File: src/rtl/comp_pkg.sv
// Shared definitions for the computation sequencer and the Computation_module steering muxes.
package comp_pkg;

  typedef enum logic [1:0] {
    OP_SERIAL   = 2'd0,
    OP_SYSTOLIC = 2'd1,
    OP_CUSTOM   = 2'd2,
    OP_ILLEGAL  = 2'd3
  } op_e;

  typedef enum logic [2:0] {
    StIdle,
    StSerRun,
    StCusRun,
    StSaWl,
    StSaGap,
    StSaFl,
    StFin,
    StErr
  } state_e;

  typedef enum logic [1:0] {
    C11 = 2'd0,
    C12 = 2'd1,
    C21 = 2'd2,
    C22 = 2'd3
  } tile_e;

  // computation_mode_sel encoding seen by the addr/we/q muxes
  localparam logic [1:0] MODE_SERIAL   = 2'd0;
  localparam logic [1:0] MODE_SYSTOLIC = 2'd1;
  localparam logic [1:0] MODE_CUSTOM   = 2'd2;

  localparam logic [7:0] SER_FEAT_BASE  = 8'h10;
  localparam logic [5:0] SA_FEAT_BASE   = 6'h10;
  localparam logic [5:0] SA_TILE_STRIDE = 6'h04;
  localparam logic [7:0] TIMEOUT        = 8'd255;

  function automatic logic [5:0] tile_base(input logic [1:0] tile);
    logic [5:0] tile_w;
    tile_w = {4'b0000, tile};
    return SA_FEAT_BASE + tile_w * SA_TILE_STRIDE;
  endfunction

endpackage

File: src/rtl/sequencer_timeout_cnt.sv
// Per-state wait counter: cleared on state entry, flags the first cycle in a state and the timeout.
module sequencer_timeout_cnt #(
  parameter logic [7:0] Limit = 8'd255
) (
  input  logic clk_i,
  input  logic rst_i,
  input  logic clear_i,
  input  logic en_i,
  output logic first_o,
  output logic hit_o
);

  logic [7:0] cnt_q, cnt_d;

  always_comb begin
    cnt_d = cnt_q;
    if (clear_i) begin
      cnt_d = '0;
    end else if (en_i && (cnt_q != Limit)) begin
      cnt_d = cnt_q + 8'd1;
    end
  end

  always_ff @(posedge clk_i) begin
    if (rst_i) begin
      cnt_q <= '0;
    end else begin
      cnt_q <= cnt_d;
    end
  end

  assign first_o = (cnt_q == 8'd0);
  // Asserted on the cycle whose closing edge brings the count to Limit.
  assign hit_o   = en_i && (cnt_q == (Limit - 8'd1));

endmodule

File: src/rtl/computation_sequencer.sv
// Op sequencer in front of Computation_module: steers mode, drives enables and tile addresses,
// and reports completion or error. All outputs are registered from the next-state values.
module computation_sequencer (
  input  logic       clk_i,
  input  logic       rst_i,
  input  logic       start_i,
  input  logic [1:0] op_sel_i,
  input  logic       serial_mode_done_i,
  input  logic       weight_Preloader_done_i,
  input  logic       feature_Loader_done_i,
  input  logic       custom_mode_done_i,
  output logic [1:0] computation_mode_sel_o,
  output logic       serial_mode_en_o,
  output logic       Weight_Preloader_en_o,
  output logic       Feature_Loader_en_o,
  output logic       custom_mode_en_o,
  output logic       systolic_mode_o,
  output logic [1:0] c_reg_sel_o,
  output logic [7:0] serial_mode_feature_baseaddr_o,
  output logic [5:0] systolic_mode_feature_baseaddr_o,
  output logic       busy_o,
  output logic       op_done_o,
  output logic       op_err_o
);
  import comp_pkg::*;

  state_e     state_q, state_d;
  logic [1:0] op_q, op_d;
  logic [1:0] tile_q, tile_d;
  logic       first, hit, cnt_en;

  logic [1:0] mode_sel_q, mode_sel_d;
  logic       ser_en_q, ser_en_d, wl_en_q, wl_en_d, fl_en_q, fl_en_d, cus_en_q, cus_en_d;
  logic       sys_mode_q, sys_mode_d, busy_q, busy_d, done_q, done_d, err_q, err_d;
  logic [1:0] c_sel_q, c_sel_d;
  logic [7:0] ser_base_q, ser_base_d;
  logic [5:0] sa_base_q, sa_base_d;

  assign cnt_en = state_q inside {StSerRun, StCusRun, StSaWl, StSaGap, StSaFl};

  sequencer_timeout_cnt #(
    .Limit(TIMEOUT)
  ) u_timeout_cnt (
    .clk_i  (clk_i),
    .rst_i  (rst_i),
    .clear_i(state_d != state_q),
    .en_i   (cnt_en),
    .first_o(first),
    .hit_o  (hit)
  );

  // A done seen on the first cycle of a step is stale from the previous step.
  always_comb begin
    state_d = state_q;
    op_d    = op_q;
    tile_d  = tile_q;
    unique case (state_q)
      StIdle: begin
        if (start_i) begin
          op_d = op_sel_i;
          case (op_sel_i)
            OP_SERIAL:   state_d = StSerRun;
            OP_SYSTOLIC: state_d = StSaWl;
            OP_CUSTOM:   state_d = StCusRun;
            default:     state_d = StErr;
          endcase
        end
      end
      StSerRun: begin
        if (!first && serial_mode_done_i) state_d = StFin;
        else if (hit)                     state_d = StErr;
      end
      StCusRun: begin
        if (!first && custom_mode_done_i) state_d = StFin;
        else if (hit)                     state_d = StErr;
      end
      StSaWl: begin
        if (!first && weight_Preloader_done_i) begin
          state_d = StSaGap;
          tile_d  = C11;
        end else if (hit) begin
          state_d = StErr;
        end
      end
      StSaGap: begin
        if (!feature_Loader_done_i) state_d = StSaFl;
        else if (hit)               state_d = StErr;
      end
      StSaFl: begin
        if (!first && feature_Loader_done_i) begin
          if (tile_q == C22) begin
            state_d = StFin;
          end else begin
            tile_d  = tile_q + 2'd1;
            state_d = StSaGap;
          end
        end else if (hit) begin
          state_d = StErr;
        end
      end
      StFin:   state_d = StIdle;
      StErr:   state_d = StIdle;
      default: state_d = StIdle;
    endcase
  end

  always_comb begin
    mode_sel_d = ((state_d == StIdle) || (state_d == StErr)) ? 2'd0 : op_d;
    ser_en_d   = (state_d == StSerRun);
    cus_en_d   = (state_d == StCusRun);
    wl_en_d    = (state_d == StSaWl);
    fl_en_d    = (state_d == StSaFl);
    sys_mode_d = (state_d == StSaFl);
    c_sel_d    = (state_d == StSaFl) ? tile_d : 2'd0;
    ser_base_d = (state_d == StSerRun) ? SER_FEAT_BASE : 8'd0;
    sa_base_d  = (state_d == StSaFl) ? tile_base(tile_d) : 6'd0;
    busy_d     = (state_d != StIdle);
    done_d     = (state_d == StFin);
    err_d      = (state_d == StErr);
  end

  always_ff @(posedge clk_i) begin
    if (rst_i) begin
      state_q    <= StIdle;
      op_q       <= 2'd0;
      tile_q     <= 2'd0;
      mode_sel_q <= 2'd0;
      ser_en_q   <= 1'b0;
      wl_en_q    <= 1'b0;
      fl_en_q    <= 1'b0;
      cus_en_q   <= 1'b0;
      sys_mode_q <= 1'b0;
      c_sel_q    <= 2'd0;
      ser_base_q <= 8'd0;
      sa_base_q  <= 6'd0;
      busy_q     <= 1'b0;
      done_q     <= 1'b0;
      err_q      <= 1'b0;
    end else begin
      state_q    <= state_d;
      op_q       <= op_d;
      tile_q     <= tile_d;
      mode_sel_q <= mode_sel_d;
      ser_en_q   <= ser_en_d;
      wl_en_q    <= wl_en_d;
      fl_en_q    <= fl_en_d;
      cus_en_q   <= cus_en_d;
      sys_mode_q <= sys_mode_d;
      c_sel_q    <= c_sel_d;
      ser_base_q <= ser_base_d;
      sa_base_q  <= sa_base_d;
      busy_q     <= busy_d;
      done_q     <= done_d;
      err_q      <= err_d;
    end
  end

  assign computation_mode_sel_o           = mode_sel_q;
  assign serial_mode_en_o                 = ser_en_q;
  assign Weight_Preloader_en_o            = wl_en_q;
  assign Feature_Loader_en_o              = fl_en_q;
  assign custom_mode_en_o                 = cus_en_q;
  assign systolic_mode_o                  = sys_mode_q;
  assign c_reg_sel_o                      = c_sel_q;
  assign serial_mode_feature_baseaddr_o   = ser_base_q;
  assign systolic_mode_feature_baseaddr_o = sa_base_q;
  assign busy_o                           = busy_q;
  assign op_done_o                        = done_q;
  assign op_err_o                         = err_q;

endmodule
File: config.mk
export PLATFORM = sky130hd
export DESIGN_NAME = computation_sequencer
export DESIGN_NICKNAME = d
export VERILOG_FILES = /design/src/rtl/comp_pkg.sv /design/src/rtl/sequencer_timeout_cnt.sv /design/src/rtl/computation_sequencer.sv
export SDC_FILE = /design/constraint.sdc
export NUM_CORES = 1
export LEC_CHECK = 0
export CAP_MARGIN = 20
export CORE_ASPECT_RATIO = 1.75
export CORE_UTILIZATION = 52
export DETAILED_ROUTE_END_ITERATION = 10
export DONT_BUFFER_PORTS = 1
export GPL_TIMING_DRIVEN = 0
export PLACE_DENSITY = 0.68
export SETUP_SLACK_MARGIN = 0.3
export SYNTH_ARGS = -nofsm -noshare
export SYNTH_HDL_FRONTEND = slang
export SYNTH_SLANG_ARGS = --single-unit
export TNS_END_PERCENT = 1
File: constraint.sdc
create_clock -name clk_i -period 3.1 [get_ports clk_i]
set_input_delay 0.93 -clock clk_i [delete_from_list [all_inputs] [get_ports clk_i]]
set_output_delay 0.93 -clock clk_i [all_outputs]
set_load 0.05 [all_outputs]
Word level (Yosys, flattened, before mapping)

Index checks and enable logic that the tools add are counted.

Register bits: 40
Bits in latches: 0
RAM bits: 0
Memory bits (read-only): 0
Bits of input ports: 9
Output and inout port bits: 26
Word-level logic and storage cells: 73
Memories: 0

Add/subtract/negate cells: 3
Multipliers: 0
Div/mod/pow operators: 0
Order comparisons: 0
Equal/unequal tests: 19
Shift-type cells: 0
Muxes and demuxes: 17
Bitwise gates (word level): 1
Reduce and logical (&&, ||, !) cells: 18

Operator list:

| operator            | count |
|---|---|
| $eq 3x3->1 const B  | 7 |
| $mux 3              | 7 |
| $pmux 3 s7          | 1 |
| $eq 3x2->1 const B  | 4 |
| $mux 2              | 6 |
| $pmux 3 s3          | 1 |
| $add 8x1->8 const B | 1 |
| $eq 8x8->1 const B  | 1 |
| $logic_not 8->1     | 1 |
| $ne 8x8->1 const B  | 1 |
| $reduce_or 2->1     | 4 |
| $add 5x4->6 const A | 1 |
| $eq 3x1->1 const B  | 2 |
| $logic_and 1x1->1   | 6 |
| $logic_not 3->1     | 2 |
| $mux 5              | 1 |
| $reduce_bool 5->1   | 1 |
| $eq 2x2->1 const B  | 2 |
| $pmux 2 s2          | 1 |
| $ne 3x3->1          | 1 |
| $reduce_bool 3->1   | 1 |
| $add 2x1->2 const B | 1 |
| $eq 2x1->1 const B  | 1 |
| $logic_not 2->1     | 1 |
| other kinds (3)     | 3 |

Longest topological paths before layout

Gate-level depths: netlist (run 1).

Depth in word-level cells: 9
Gate-level depth with buffers: 8
Gate-level depth less buffers: 8

Cells and area by module

A second synthesis (run 1) with hierarchy kept.

Cell total of the unflattened synthesis: 164
Area total of the unflattened synthesis: 1,497.7 µm²

By module, submodules not included:

| module                | times used | cells an instance | area each (µm²) | seq. area each (µm²) |
|---|---|---|---|---|
| computation_sequencer | 1          | 111               | 1,017.2         | 380.4 |
| sequencer_timeout_cnt | 1          | 53                | 480.5           | 160.2 |

Least setup slack after synthesis (run 1)

OpenSTA, ideal clock, no wires.

Path kind: input to register
Start point: input feature_Loader_done_i
End point: register u_timeout_cnt.cnt_q[2]
Setup time: 73 ps
Arrival time: 2,446 ps
Required time: 3,027 ps
Slack: 580 ps
Stages: 6
Buffers on the path: 0
Cells stage by stage: and4b_1 -> and3_1 -> o31a_1 -> or3_1 -> a221o_1 -> nor3_2

Cells in the longest elaborated chain, start to end: 5
Elaborated cells between the ends (all ways): 6
Classes of those cells: eq/ne (1); mux (3); reduce/logical (2)

RTL lines:

| element                              | RTL line                    | source |
|---|---|---|
| start: declaration                   | computation_sequencer.sv:10 | `input logic feature_Loader_done_i,` |
| $logic_and 1x1->1                    | computation_sequencer.sv:90 | `if (!first && feature_Loader_done_i) begin` |
| $mux 3                               | computation_sequencer.sv:90 |  |
| $pmux 3 s7 (*)                       | computation_sequencer.sv:57 | `unique case (state_q)` |
| $ne 3x3->1 (*)                       | computation_sequencer.sv:46 | `.clear_i(state_d != state_q),` |
| $reduce_or 2->1 (no source line) (*) | n/a                         |  |
| end signal: assignment               | sequencer_timeout_cnt.sv:28 | `cnt_q <= cnt_d;` |
| end: declaration                     | sequencer_timeout_cnt.sv:13 | `logic [7:0] cnt_q, cnt_d;` |

Mark *: on every way between the ends. The rest lies on a longest branch, timed or not.
A chain may end at the register's enable or synchronous reset.

Final worst setup path (run 1)

Start point: register u_timeout_cnt.cnt_q[0]
End point: register u_timeout_cnt.cnt_q[2]

Cells in the longest elaborated chain, start to end: 7
Elaborated cells between the ends (all ways): 20
Classes of those cells: add/sub (1); eq/ne (3); mux (7); reduce/logical (9)

RTL lines:

| element                                              | RTL line |
|---|---|
| $eq 8x8->1 or $logic_not 8->1 (tied branches)        | sequencer_timeout_cnt.sv:34, sequencer_timeout_cnt.sv:32 |
| $logic_and 1x1->1 or $logic_not 1->1 (tied branches) | n/a |
| $mux 3, or another cell as far along                 | n/a |
| $mux 3 (on tied branches)                            | n/a |
| $pmux 3 s7                                           | computation_sequencer.sv:57 |
| $ne 3x3->1                                           | computation_sequencer.sv:46 |
| $reduce_or 2->1 (no source line)                     | n/a |

Several ways; a longest one is shown, not always the timed one.

==> metrics.md, run 1 <==
| Metric | Value |
|---|---|
| Status | finished, final reports clean |
| TritonCTS buffer count | 3 |
| Synth Register Bits | 27 |
| Row Count | 24 |
| FF-to-FF path depth | 8 |
| CTS tree | built |
| Most used DFF post-synth | dfxtp_1 |
| Core box area | 2550 um2 |
| Worst-margin pin slew | 0.510 ns |
| Post-Syn Area | 1440 um2 |
| Post-cts gate resize count | 0 |
| Vias in the first global route | 1,177 |
| Largest net degree at the start of global routing | 17 |
| Vias/cell | 5.78 |
| Int Power | 0.665 mW |
| Synthesized area per cell | 8.39 um2 |
| Worst Path Arrival | 2.68 ns |
| Hold path start | u_timeout_cnt.cnt_q[1]$_SDFFE_PP0P_ |
| Crit end category | flop |
| Hold depth | 2 |
| Hold EP | u_timeout_cnt.cnt_q[1]$_SDFFE_PP0P_ |
| Post-CTS setup buffer count | 0 |
| Part of the power in combinational logic | 0.404 |
| Remaining antenna violation count after routing | 0 |
| Slew headroom | 0.660 |
| Final Hold Vio Count | 0 |
| Hold Crit Class | reg2reg |
| Area added between synthesis and finish | 7.97% |
| Hold buffer count at cts | 0 |
| Post-layout util | 0.611 |
| Vias | 1,219 |
| Filler cells | 240 |
| Max clock buf depth | 2 |
| Max Fanout on Critical Path | 8 |
| GR Overflow Total | 0 |
| Worst r2r src | u_timeout_cnt.cnt_q[0]$_SDFFE_PP0P_ |
| Critical path's largest stage delay | 0.43 ns |
| Clk root buf | clkbuf_8 |
| Initial Util | 0.566 |
| Async S/R FF share, synth | 0 |
| Register area share after synthesis | 0.374 |
| Startpoint types | flop |
| IO Pins | 35 |
| CTS clock-pin slew for the worst setup and hold paths | 0.10 ns |
| RSZ-0062 raised after global routing | no |
| Max-cap violations | 0 |
| Yosys warns | 0 |
| Reg power frac | 0.427 |
| Switching power of the nets | 0.561 mW |
| Final worst path period share | 0.795 |
| Clk Latency, worst-skew pair | 0.28 ns |
| Initial antenna violation count | 0 |
| Reg area | 541 um2 |
| Count of input and output buffers | 0 |
| Endpoints failing setup | 0 |
| Critical path required time | 3.32 ns |
| CP max-delay cell | a221o_1 |
| Tmin final | 2.46 ns |
| Die X | 41.8 um |
| Fmax | 406 MHz |
| WS Path Type | reg2reg |
| Leakage power | 0.662 nW |
| Slew Viols, Final | 0 |
| Total GRT Usage | 0.210 |
| Chip height | 71.7 um |
| Drt pass-1 iters | 5 |
| Pwr dens | 787 nW/um2 |
| EDFF count, synth | 0 |
| Mapped Cells | 172 |
| H-tree Lvls | 1 |
| Area of the multi-input gates | 782 um2 |
| Antenna cells | 0 |
| Clock group share of total power | 0.169 |
| Overall routed net length | 3100 um |
| Iter 0 DRT Violations | 36 |
| Cell breakdown of the critical path | inv_1, ha_1, nor4b_2, nand2_1, o31a_1, or3_1, a221o_1, nor3_2 |
| Placed wire-length estimate | 2380 um |
| Die outline area | 3000 um2 |
| R2r setup slk | 0.64 ns |
| Residual DRC | 0 |
| Setup TNS | 0 ns |
| Peak supply drop | 0.665 mV |
| First-pass GRT wire length | 4920 um |
| Cell variety after synth | 45 |
| Nets | 198 |
| FF-to-FF End | u_timeout_cnt.cnt_q[2]$_SDFFE_PP0P_ |
| Gpl congestion | 0.874 |
| Post-DR wirelength/cell | 14.7 um |
| Fraction of layout cells with a size suffix above 1 | 0.130 |
| Final setup skew | 0.00646 ns |
| Clock sinks | 27 |
| Sw Ratio | 0.457 |
layer usage:
metal	global-route usage	vias up	share of wire
met5	0	-	0
met2	0.413	40	0.59
met4	0.0896	0	0.015
met1	0.207	568	0.36
met3	0.0327	7	0.035
li1	-	604	-
placed cells by master, fill, tap and decap left out, types with 2 or more instances in the layout:
| cell type | count |
|---|---|
| a211oi_1 | 2 |
| a21oi_1 | 6 |
| a221oi_1 | 2 |
| and2_1 | 2 |
| and3_1 | 6 |
| buf_4 | 16 |
| clkbuf_1 | 3 |
| clkbuf_8 | 3 |
| conb_1 | 10 |
| dfxtp_1 | 27 |
| ha_1 | 3 |
| inv_1 | 5 |
| mux2i_1 | 4 |
| nand2_1 | 11 |
| nand2b_1 | 4 |
| nand3_1 | 10 |
| nand4_1 | 2 |
| nor2_1 | 20 |
| nor2b_1 | 6 |
| nor3_1 | 7 |
| nor3b_1 | 3 |
| o21ai_0 | 3 |
| or3_1 | 3 |
| xnor2_1 | 4 |
cell type report:
cell class | count | area share
Tap cell | 26 | 0.0209
Clock inverter | 1 | 0.00482
Inverter | 5 | 0.0120
Sequential cell | 27 | 0.347
Clock buffer | 3 | 0.0265
Multi-Input combinational cell | 129 | 0.502
Buffer | 20 | 0.0875
power by group through the flow:
stage	clock, mW	combinational (mW)	sequential [mW]
after global routing	0.222	0.539	0.530
after global placement	0	0.478	0.530
final	0.208	0.495	0.523
after CTS	0.207	0.495	0.524
after floorplan	0	0.403	0.523
after detailed placement	0	0.491	0.531
sequential cells by signal (all words and copies together) (netlist names):
signal                            cells
u_timeout_cnt.cnt_q                   8
state_q                               3
computation_mode_sel_o                2
op_q                                  2
systolic_mode_feature_baseaddr_o      2
tile_q                                2
Weight_Preloader_en_o                 1
busy_o                                1
c_reg_sel_o                           1
custom_mode_en_o                      1
op_done_o                             1
op_err_o                              1
serial_mode_feature_baseaddr_o        1
systolic_mode_o                       1
worst max path at each step:
stage / endpoint / slack (ns) / start
after floorplan: u_timeout_cnt.cnt_q[2]$_SDFFE_PP0P_ / 0.58 / feature_Loader_done_i
after global placement: u_timeout_cnt.cnt_q[2]$_SDFFE_PP0P_ / 0.43 / feature_Loader_done_i
after detailed placement: u_timeout_cnt.cnt_q[2]$_SDFFE_PP0P_ / 0.42 / feature_Loader_done_i
after CTS: u_timeout_cnt.cnt_q[2]$_SDFFE_PP0P_ / 0.64 / u_timeout_cnt.cnt_q[0]$_SDFFE_PP0P_
after global routing: u_timeout_cnt.cnt_q[2]$_SDFFE_PP0P_ / 0.55 / u_timeout_cnt.cnt_q[0]$_SDFFE_PP0P_
final: u_timeout_cnt.cnt_q[2]$_SDFFE_PP0P_ / 0.64 / u_timeout_cnt.cnt_q[0]$_SDFFE_PP0P_
cells in the mapped netlist (all sizes together) (5+ instances only):
library cell  number  area share
a21oi              6       0.021
inv                5       0.013
nand3             10       0.035
nor2              20       0.052
nor3               8       0.031
nor2b              6       0.026
nand2             11       0.029
buf               17       0.087
and3               6       0.026
dfxtp             27        0.37
through the flow:
step	instance area [um2]	std cells	setup slack (ns)	total power, mW	hold WS, ns
2_1_floorplan	1480	181	0.580	0.926	0.461
3_3_place_gp	1510	207	0.426	1.01	0.502
3_5_place_dp	1510	207	0.417	1.02	0.514
4_1_cts	1560	211	0.635	1.23	0.528
5_1_grt	1560	211	0.548	1.29	0.563
6_report	1560	211	0.636	1.23	0.521
critical path, delay by kind of cell, from the launching register on:
kind	cells	cell delay [ns]
AO/OA/AOI/OAI	2	0.62
adder cells (fa/ha/maj)	1	0.16
buffers and inverters	1	0.11
AND/OR/NAND/NOR	4	1.16
flip-flops	1	0.34
cells by family after synthesis:
| family | count (synthesis) | share of synthesized area |
|---|---|---|
| AO/OA/AOI/OAI | 26 | 0.129 |
| buffers and inverters | 25 | 0.107 |
| adder cells (fa/ha/maj) | 3 | 0.0260 |
| AND/OR/NAND/NOR | 81 | 0.302 |
| flip-flops | 27 | 0.374 |
| XOR/XNOR | 5 | 0.0303 |
| other | 1 | 0.00260 |
| multiplexers | 4 | 0.0277 |
No activity file was read; power rests on OpenSTA's default activity.
==> inputs of run 2 (changes only) <==
- PLACE_DENSITY: 0.68 -> 0.71
- clock period: 3.1 -> 2.05 ns (I/O delays scaled with it)
==> run 2 against run 1 <==
Effect of this change: via count up 6.5%; global-route usage up 1.5 points; sequential share of layout area down 3.4 points; cell count up 5.7%; critical endpoint is now u_timeout_cnt.cnt_q[1]$_SDFFE_PP0P_; sequential power up 55%; the run now ends with setup timing left.
==> metrics.md, run 2 (same netlist as run 1, synthesis figures left out) <==
| Metric | Value |
|---|---|
| Status | complete, but fails checks |
| Failing checks | setup timing |
| Initial antenna violation count | 0 (unchanged) |
| Reg power frac | 0.369 (-0.058) |
| Tmin final | 2.11 ns (-0.354 ns) |
| Worst Setup SP | state_q[1]$_SDFF_PP0_ |
| Grt peak-use layer | met2 |
| Final worst path period share | 1.03 (+0.234) |
| Count of input and output buffers | 0 (unchanged) |
| CTS tree | built |
| Post-DR wirelength/cell | 14.9 um (+1.8%) |
| Die X | 41.8 um (unchanged) |
| Vias | 1,298 (+6.5%) |
| Most common cell after layout, fill and taps aside | buf_4 |
| Pwr dens | 1230 nW/um2 (+56%) |
| Largest net degree at the start of global routing | 17 (unchanged) |
| Startpoint types | flop |
| GR Layer Usage met3 | 0.0302 (-0.00252) |
| Total GRT Usage | 0.225 (+0.0152) |
| Filler cells | 215 (-10%) |
| Switching power of the nets | 0.959 mW (+71%) |
| Met2 Use GR | 0.453 (+0.0399) |
| Final setup skew | 0.00666 ns (+0.000202 ns) |
| Die outline area | 3000 um2 (unchanged) |
| Register with the most flip-flops | u_timeout_cnt.cnt_q |
| Row Count | 24 (unchanged) |
| CP max-delay cell | a221o_2 |
| Clock group share of total power | 0.140 (-0.029) |
| Core box area | 2550 um2 (unchanged) |
| Nets | 210 (+6.1%) |
| Area of the multi-input gates | 885 um2 (+13%) |
| Slew Viols, Final | 0 (unchanged) |
| Part of the power in combinational logic | 0.490 (+0.086) |
| Clk root buf | clkbuf_8 |
| Clock sinks | 27 (unchanged) |
| GR Layer Usage met1 | 0.198 (-0.00891) |
| Placed wire-length estimate | 2380 um (about the same) |
| WS Path Type | reg2reg |
| Residual DRC | 0 (unchanged) |
| Max Fanout on Critical Path | 8 (unchanged) |
| Vias/cell | 5.82 (+0.75%) |
| Leakage power | 0.763 nW (+15%) |
| H-tree Lvls | 1 (unchanged) |
| Antenna cells | 0 (unchanged) |
| Area added between synthesis and finish | 23.7% |
| CTS clock-pin slew for the worst setup and hold paths | 0.10 ns (about the same) |
| Crit end category | flop |
| Overall routed net length | 3330 um (+7.6%) |
| Setup TNS | -0.334 ns (-0.334 ns) |
| Iter 0 DRT Violations | 31 (-14%) |
| Max clock buf depth | 2 (unchanged) |
| Hold Crit Class | reg2reg |
| IO Pins | 35 (unchanged) |
| Endpoints failing setup | 8 (+8) |
| Sw Ratio | 0.436 (-0.0215) |
| Final Hold Vio Count | 0 (unchanged) |
| Hold path start | op_q[0]$_SDFF_PP0_ |
| Vias in the first global route | 1,313 (+12%) |
| Top Registers | u_timeout_cnt.cnt_q x8, state_q x3 |
| Hold buffer count at cts | 0 (unchanged) |
| Drt pass-1 iters | 4 (-1) |
| Reg area | 558 um2 (+3.2%) |
| Design Area, Final | 1790 um2 (+15%) |
| Most frequent cells in the layout | 28 x buf_4, 17 x dfxtp_1, 17 x nor2_1, 10 x nand3_1, 10 x conb_1 |
| Peak supply drop | 0.778 mV (+17%) |
| Fmax | 474 MHz (+17%) |
| Worst-margin pin slew | 0.508 ns (-0.00177 ns) |
| Cell breakdown of the critical path | buf_6, nor2b_4, o2111a_1, o22a_1, or3_1, a221o_2, a21oi_2 |
| Worst r2r src | state_q[1]$_SDFF_PP0_ |
| CP delay by family, top | compound AO/OA/AOI/OAI gates |
| Crit path buffers/inverters | 1 (unchanged) |
| Critical path's largest stage delay | 0.48 ns (+0.05 ns) |
| Fraction of layout cells with a size suffix above 1 | 0.340 (+0.210) |
| Int Power | 1.24 mW (+86%) |
| Remaining antenna violation count after routing | 0 (unchanged) |
| DP Area | 1520 um2 (+0.75%) |
| First-pass GRT wire length | 5260 um (+7.0%) |
| GR Overflow Total | 0 (unchanged) |
| Chip height | 71.7 um (unchanged) |
| Max-cap violations | 0 (unchanged) |
| Slew headroom | 0.661 (+0.00164) |
| Initial Util | 0.566 (unchanged) |
| Critical path required time | 2.26 ns (-1.06 ns) |
| Worst Path Arrival | 2.32 ns (-0.36 ns) |
| Clk Latency, worst-skew pair | 0.28 ns (about the same) |
| Setup ws final | -0.0600 ns (-0.696 ns) |
| TritonCTS buffer count | 3 (unchanged) |
| Gpl congestion | 0.881 (+0.80%) |
| DP Worst Slack | -0.269 ns (-0.686 ns) |
| Largest register FFs | 8 (unchanged) |
| RSZ-0062 raised after global routing | yes |
-- run 2: stage by stage --
step | instances | power [mW] | hold slack, ns | utilization
finish | 223 | 2.20 | 0.525 | 0.700
global route | 223 | 2.32 | 0.559 | 0.700
CTS | 219 | 2.06 | 0.530 | 0.670
detailed placement | 207 | 1.57 | 0.507 | 0.596
global placement | 207 | 1.54 | 0.502 | 0.596
floorplan | 181 | 1.42 | 0.461 | -
-- run 2: path summary, 6_finish.rpt --
kind | endpoint | slack (ns) | cells after the start
worst max register to register | u_timeout_cnt.cnt_q[1]$_SDFFE_PP0P_ | -0.06 | 7
worst min register to register | op_q[0]$_SDFF_PP0_ | 0.52 | 2
worst max-delay path | u_timeout_cnt.cnt_q[1]$_SDFFE_PP0P_ | -0.06 | 7
worst min-delay path | op_q[0]$_SDFF_PP0_ | 0.52 | 2
-- run 2: power by group through the flow --
stage	Combinational [mW]	Clock [mW]	Sequential, mW
after global placement	0.741	0	0.802
after floorplan	0.631	0	0.790
after CTS	0.949	0.311	0.803
after global routing	1.17	0.325	0.821
final	1.08	0.309	0.812
after detailed placement	0.766	0	0.803
-- run 2: timing repair --
action / in CTS / in global routing
resized for setup: 25 / 19
pin swaps: 4 / 10
gates cloned: 1 / 0
buffers inserted: 7 / 4
endpoints found under the setup margin: 26 / 26
-- run 2: area by class of cell --
cell class | count | share of cell area
multi-input cells | 129 | 0.495
flip-flops and latches | 27 | 0.312
plain buffers | 20 | 0.0847
repair buffers | 12 | 0.0504
clock buffers | 3 | 0.0231
well taps | 26 | 0.0182
inverters | 5 | 0.0119
clock inverters | 1 | 0.00420
-- run 2: routing by layer --
layer	share of wire	routed length [um]
met1	0.34	1130
met2	0.59	1970
met3	0.041	137
met4	0.031	102
met5	0	0
-- run 2: worst reg2reg max path, stage by stage (launching register included) --
cell and delay (ns):
dfxtp_4 0.37, buf_6 0.13, nor2b_4 0.14, o2111a_1 0.24
o22a_1 0.21, or3_1 0.34, a221o_2 0.48, a21oi_2 0.14
